$ cat src/rtl/peak_bin_reader.sv
// -----------------------------------------------------------------------------
// peak_bin_reader
//
// Scans the lower half of the FFT result memory after a transform and reports
// the bin with the largest (unsigned) magnitude. It shares the memory
// address/data port with the sample loader; mem_re tells the port owner that
// this block is currently driving the address.
//
// Optional feature (compile-time macro):
//   PEAK_SKIP_DC_EN  - when defined, the scan starts at bin 1 so the DC bin is
//                      never read or compared. When undefined, bin 0 is a
//                      candidate like any other bin.
//
// Parameters:
//   ADDR_W   memory address width
//   DATA_W   magnitude word width (unsigned)
//   N_BINS   number of bins scanned, addresses 0..N_BINS-1
//   MIN_MAG  minimum peak magnitude for peak_valid
//
// Ports:
//   clk        in   rising-edge clock
//   rst        in   asynchronous active-high reset
//   start      in   begin a scan (sampled only in IDLE)
//   mem_addr   out  read address into the result memory (0 when mem_re=0)
//   mem_re     out  high while this block owns the memory address port
//   mem_data   in   read data, valid one cycle after its address
//   busy       out  high in SCAN, DRAIN and DONE
//   done       out  one-cycle pulse when the peak outputs are updated
//   peak_bin   out  index of the maximum bin
//   peak_mag   out  magnitude of the maximum bin
//   peak_valid out  peak_mag >= MIN_MAG
//   fsm_state  out  current FSM state encoding (debug visibility)
//
// Handshake: start is a level sampled only while busy=0; a sampled start
// commits the block to exactly one scan, which ends with a single done pulse.
// start seen while busy=1 is dropped (no queueing). The memory side is a
// fixed-latency read: an address presented in cycle c returns data in c+1;
// there is no back-pressure on either side.
// -----------------------------------------------------------------------------
module peak_bin_reader #(
  parameter int ADDR_W  = 11,
  parameter int DATA_W  = 10,
  parameter int N_BINS  = 1024,
  parameter int MIN_MAG = 16
) (
  input  logic              clk,
  input  logic              rst,
  input  logic              start,
  output logic [ADDR_W-1:0] mem_addr,
  output logic              mem_re,
  input  logic [DATA_W-1:0] mem_data,
  output logic              busy,
  output logic              done,
  output logic [ADDR_W-1:0] peak_bin,
  output logic [DATA_W-1:0] peak_mag,
  output logic              peak_valid,
  output logic [1:0]        fsm_state
);

`ifdef PEAK_SKIP_DC_EN
  localparam int FIRST_BIN = 1;
`else
  localparam int FIRST_BIN = 0;
`endif

  localparam logic [ADDR_W-1:0] START_ADDR = ADDR_W'(FIRST_BIN);
  localparam logic [ADDR_W-1:0] LAST_ADDR  = ADDR_W'(N_BINS - 1);
  localparam logic [DATA_W-1:0] MIN_MAG_W  = DATA_W'(MIN_MAG);

  typedef enum logic [1:0] {
    IDLE  = 2'd0,
    SCAN  = 2'd1,
    DRAIN = 2'd2,
    DONE  = 2'd3
  } state_t;

  state_t state;
  state_t state_next;

  // Tag for the word currently on mem_data: rd_valid says it belongs to an
  // address this block issued last cycle, rd_bin says which one.
  logic              rd_valid;
  logic [ADDR_W-1:0] rd_bin;

  // Running maximum for the scan in progress.
  logic [DATA_W-1:0] run_max;
  logic [ADDR_W-1:0] run_bin;

  // Strictly-greater replacement keeps the lowest index on ties.
  logic              take;
  logic [DATA_W-1:0] cand_max;
  logic [ADDR_W-1:0] cand_bin;

  assign take     = rd_valid && (mem_data > run_max);
  assign cand_max = take ? mem_data : run_max;
  assign cand_bin = take ? rd_bin   : run_bin;

  assign fsm_state = state;

  // ---------------------------------------------------------------------------
  // FSM state register
  // ---------------------------------------------------------------------------
  always_ff @(posedge clk or posedge rst) begin
    if (rst) begin
      state <= IDLE;
    end else begin
      state <= state_next;
    end
  end

  // ---------------------------------------------------------------------------
  // FSM next-state and decoded outputs
  // ---------------------------------------------------------------------------
  always_comb begin
    state_next = state;
    mem_re     = 1'b0;
    busy       = 1'b1;
    done       = 1'b0;
    case (state)
      IDLE: begin
        busy = 1'b0;
        if (start) begin
          state_next = SCAN;
        end
      end
      SCAN: begin
        mem_re = 1'b1;
        if (mem_addr == LAST_ADDR) begin
          state_next = DRAIN;
        end
      end
      DRAIN: begin
        // Last data word is on mem_data this cycle; it is folded in at the
        // edge that leaves DRAIN.
        state_next = DONE;
      end
      DONE: begin
        done       = 1'b1;
        state_next = IDLE;
      end
      default: begin
        state_next = IDLE;
      end
    endcase
  end

  // ---------------------------------------------------------------------------
  // Address generator: registered so mem_addr is clean and is forced to 0
  // outside SCAN.
  // ---------------------------------------------------------------------------
  always_ff @(posedge clk or posedge rst) begin
    if (rst) begin
      mem_addr <= '0;
    end else begin
      case (state)
        IDLE: begin
          if (start) begin
            mem_addr <= START_ADDR;
          end else begin
            mem_addr <= '0;
          end
        end
        SCAN: begin
          if (mem_addr == LAST_ADDR) begin
            mem_addr <= '0;
          end else begin
            mem_addr <= mem_addr + 1'b1;
          end
        end
        default: begin
          mem_addr <= '0;
        end
      endcase
    end
  end

  // ---------------------------------------------------------------------------
  // Read-data tag pipeline (matches the one-cycle memory latency)
  // ---------------------------------------------------------------------------
  always_ff @(posedge clk or posedge rst) begin
    if (rst) begin
      rd_valid <= 1'b0;
      rd_bin   <= '0;
    end else begin
      rd_valid <= mem_re;
      rd_bin   <= mem_addr;
    end
  end

  // ---------------------------------------------------------------------------
  // Running maximum
  // ---------------------------------------------------------------------------
  always_ff @(posedge clk or posedge rst) begin
    if (rst) begin
      run_max <= '0;
      run_bin <= '0;
    end else if (state == IDLE) begin
      if (start) begin
        run_max <= '0;
        run_bin <= START_ADDR;
      end
    end else if (take) begin
      run_max <= mem_data;
      run_bin <= rd_bin;
    end
  end

  // ---------------------------------------------------------------------------
  // Result registers: loaded on the DRAIN->DONE edge from the candidate values
  // so the final word compared in DRAIN is included, and so the result is
  // already visible while done is high. Untouched at any other time.
  // ---------------------------------------------------------------------------
  always_ff @(posedge clk or posedge rst) begin
    if (rst) begin
      peak_bin   <= '0;
      peak_mag   <= '0;
      peak_valid <= 1'b0;
    end else if (state == DRAIN) begin
      peak_bin   <= cand_bin;
      peak_mag   <= cand_max;
      peak_valid <= (cand_max >= MIN_MAG_W);
    end
  end

endmodule

$ cat config.mk
export PLATFORM = sky130hd
export DESIGN_NAME = peak_bin_reader
export DESIGN_NICKNAME = d
export VERILOG_FILES = /design/src/rtl/peak_bin_reader.sv
export SDC_FILE = /design/constraint.sdc
export NUM_CORES = 1
export LEC_CHECK = 0
export CORE_MARGIN = 2
export CORE_UTILIZATION = 45
export CTS_BUF_LIST = sky130_fd_sc_hd__clkbuf_2
export CTS_CLUSTER_DIAMETER = 200
export DETAILED_ROUTE_END_ITERATION = 16
export PLACE_DENSITY = 0.76
export SLEW_MARGIN = 20
export SYNTH_ARGS = -nofsm -noshare
export SYNTH_HDL_FRONTEND = slang
export SYNTH_SLANG_ARGS = --single-unit
$ cat constraint.sdc
create_clock -name clk -period 2.4 [get_ports clk]
set_clock_uncertainty 0.15 [all_clocks]
set_input_delay 0.6 -clock clk [delete_from_list [all_inputs] [get_ports clk]]
set_output_delay 0.6 -clock clk [all_outputs]
set_load 0.02 [all_outputs]
==> results_dict.tcl, run 1 <==
set metrics [dict create \
    outcome "finished with violations" \
    violations "setup timing" \
    ys_ff_latch 68 \
    p_per_area_nw_per_um2 862 \
    ant_nets 0 \
    yosys_warnings 0 \
    cts_tree "done" \
    period_share_pct 101 \
    place_congestion 0.869 \
    via_per_inst 5.67 \
    slowest_delay_ns 0.46 \
    grt_pass1_vias 2852 \
    fin_ws_ns -0.0346 \
    ctsRootBufferMaster "clkbuf_2" \
    drc 0 \
    max_freq_mhz 411 \
    tightest_slew_ns 0.536 \
    overflow 0 \
    worstPathArrival_ns 2.76 \
    slowest_stage "clkdlybuf4s50_1" \
    finalHoldViolations 0 \
    fillers 509 \
    cp.required_ns 2.73 \
    dr.pass1.iters 5 \
    crit_top_cell "buf_4" \
    row_count 30 \
    routed_wl_um 8950 \
    synth_seq_area_share_pct 52.9 \
    cap_viol_max_count 0 \
    hp-class "input port to flop" \
    portBuffers 50 \
    clock_latency_ns 0.55 \
    cts_buffers 9 \
    cellLeakagePower_nw 2.13 \
    io_pins 51 \
    endpoint_kind "flop" \
    netlist_instances 325 \
    vias 2913 \
    setup_viol 18 \
    drive_gt1_share_pct 30.9 \
    cts.clk_slew.worst_paths_ns 0.21 \
    synth_ff_type "dfrtp_1" \
    hpwl_um 5320 \
    critical_path_buf_inv_count 4 \
    synthesis.area_um2 3220 \
    grt_use_total_pct 22.7 \
    fp.coreArea_um2 6870 \
    crit_chain "clkdlybuf4s50_1 > ha_1 > nand2b_1 > a211oi_4 > buf_4 > a2111oi_4 > buf_4 > buf_8 > o21ai_1 > a31oi_1" \
    ir_worst_vdd_uv 413 \
    cts-htree-levels 3 \
    antennaDiodeCount 0 \
    fin_crit_ns 2.43 \
    syn_nets 354 \
    crit_fanout 7 \
    drt_iter0_drc 258 \
    antenna_found_initial 0 \
    drv_slew 0 \
    grt_pass1_wl_um 13600 \
    slew_headroom_pct 64.1 \
    area_delta_synth_final_pct 44.2 \
    hold_ws_ns 0.283 \
    stdcell_area_um2 4640 \
    wire_per_inst_um 17.4 \
    synth-edff-count 0 \
    clock-sinks 68 \
    synth_cell_type_count 42 \
    postSynth.asyncResetShare_pct 100 \
    cp_top_family "buffers and inverters" \
    start_kind "input port" \
    syn_avg_cell_area_um2 9.91 \
    fp.dieW_um 88.6 \
    cts_buffer_depth 2 \
    layout.nets 442 \
    power.total_mw 4.00 \
    grt_max_degree 69 \
    rsz0062_at_grt "true" \
    die-area_um2 7850 \
    die_h_um 88.6 \
    start_util_pct 46.9 \
    placed_cell_area_um2 4020 \
    worstSetupPathType "input port to flop" \
]
[stage by stage]
| stage | std cells | util [%] | TNS, ns | setup slack [ns] |
|---|---|---|---|---|
| after floorplan | 325 | - | 0 | 0.0494 |
| after global placement | 483 | 58.5 | -18.71 | -0.477 |
| after detailed placement | 483 | 58.5 | -21.03 | -0.542 |
| after CTS | 502 | 60.7 | -0.00488 | -0.00488 |
| after global routing | 514 | 67.6 | -3.64 | -0.144 |
| final | 514 | 67.6 | -0.292 | -0.0346 |
[logic make-up (layout without fill, tap and decap cells)]
family | Yosys count | count (layout) | share of synthesized area [%]
fa+ha+maj | 16 | 16 | 6.22
compound gates | 90 | 90 | 18.1
buf+inv | 37 | 130 | 4.59
mux | 2 | 2 | 0.777
simple gates | 104 | 104 | 15.3
xor+xnor | 8 | 8 | 2.18
flops | 68 | 68 | 52.9
[state kept, by name (all words and copies together), names as in the netlist]
signal / count
rd_bin: 11
peak_bin: 11
rd_valid: 1
fsm_state: 2
run_bin: 11
mem_addr: 11
peak_valid: 1
run_max: 10
peak_mag: 10
[synth_stat cells (2+ instances only)]
cell	count	area, µm²
o21ai_1	2	10.0
nor2_1	35	131
nand2_1	29	109
nand4_1	9	56.3
xnor2_1	3	26.3
xor2_1	5	43.8
o211ai_1	3	22.5
buf_2	4	20.0
a21oi_1	13	65.1
nand3_1	21	105
ha_1	16	200
o22ai_1	10	62.6
clkbuf_1	14	52.6
inv_1	17	63.8
o21ai_0	29	145
a31oi_1	21	131
dfrtp_1	68	1700
and2_1	2	12.5
[cell usage in the layout (no fill, tap or decap), drive strengths merged]
cell type / instances
and4: 2
o31a: 1
nand3: 21
a2111o: 1
and3: 2
dlymetal6s2s: 11
xor2: 5
nand2: 29
a2111oi: 2
buf: 45
dfrtp: 68
clkdlybuf4s50: 29
a31oi: 21
o22ai: 10
o311ai: 1
xnor2: 3
nor3: 1
clkinv: 1
o211ai: 3
mux2: 1
nand2b: 1
o31ai: 2
nor2: 35
ha: 16
and2: 2
bufinv: 1
inv: 20
clkinvlp: 3
nor4: 1
o211a: 1
nand4: 10
o21ai: 32
o2bb2ai: 1
clkbuf: 13
mux2i: 1
dlygate4sd2: 7
a21oi: 13
a211oi: 2
[per-layer routing]
metal | vias up | share of wire [%] | GRT usage (%)
met4 | 0 | 2.7 | 10.5
li1 | 1346 | - | -
met3 | 27 | 6.7 | 4.85
met5 | - | 0 | 0
met1 | 1402 | 43 | 30.4
met2 | 138 | 48 | 35.7
[worst paths after layout]
kind	from	endpoint	slack, ns	depth (start not counted)
worst max-delay path	mem_data[1]	peak_bin[3]	-0.03	10
worst min-delay path	mem_data[3]	run_max[3]	0.28	3
worst max register to register	run_max[6]	run_bin[4]	-0.01	10
worst min register to register	mem_addr[5]	rd_bin[5]	0.33	0
max in group asynchronous	rst	mem_addr[6]	1.49	3
min in group asynchronous	rst	mem_addr[7]	0.31	3
[layout make-up]
type | instances | area, µm² | share of cell area [%]
sequential | 68 | 1710 | 36.8
multi-input combinational | 220 | 1650 | 35.5
timing repair buffer | 96 | 967 | 20.8
tap | 96 | 120 | 2.59
clock inverter | 7 | 82.6 | 1.78
inverter | 18 | 71.3 | 1.54
clock buffer | 9 | 45.0 | 0.970
[worst min-delay path, stage by stage]
cell	delay [ns]
dlymetal6s2s_1	0.16
nand3_1	0.13
o22ai_2	0.08
[report_power, final]
group / internal [mW] / total, mW / switching, mW
logic: 0.905 / 1.87 / 0.960
registers: 1.28 / 1.39 / 0.114
clock network: 0.258 / 0.746 / 0.488
[what timing repair did]
action,4_1_cts,5_1_grt
hold buffers,0,0
endpoints found under the setup margin,12,46
pin swaps,0,44
buffers inserted,3,8
cloned,0,4
gates resized for setup,19,102
Note: power is estimated with default switching activity, not from simulation.
==> run 2, diff against run 1 <==
--- a/config.mk
+++ b/config.mk
@@ -5,13 +5,13 @@
 export SDC_FILE = /design/constraint.sdc
 export NUM_CORES = 1
 export LEC_CHECK = 0
+export CAP_MARGIN = 30
 export CORE_MARGIN = 2
 export CORE_UTILIZATION = 45
 export CTS_BUF_LIST = sky130_fd_sc_hd__clkbuf_2
 export CTS_CLUSTER_DIAMETER = 200
 export DETAILED_ROUTE_END_ITERATION = 16
 export PLACE_DENSITY = 0.76
-export SLEW_MARGIN = 20
 export SYNTH_ARGS = -nofsm -noshare
 export SYNTH_HDL_FRONTEND = slang
 export SYNTH_SLANG_ARGS = --single-unit
==> results of run 2 <==
The final DEF is identical to that of run 1; final timing and power are the same.
==> run 3, diff against run 2 <==
--- a/config.mk
+++ b/config.mk
@@ -5,7 +5,7 @@
 export SDC_FILE = /design/constraint.sdc
 export NUM_CORES = 1
 export LEC_CHECK = 0
-export CAP_MARGIN = 30
+export CAP_MARGIN = 15
 export CORE_MARGIN = 2
 export CORE_UTILIZATION = 45
 export CTS_BUF_LIST = sky130_fd_sc_hd__clkbuf_2
==> results of run 3 <==
The final DEF is identical to that of run 1; final timing and power are the same.
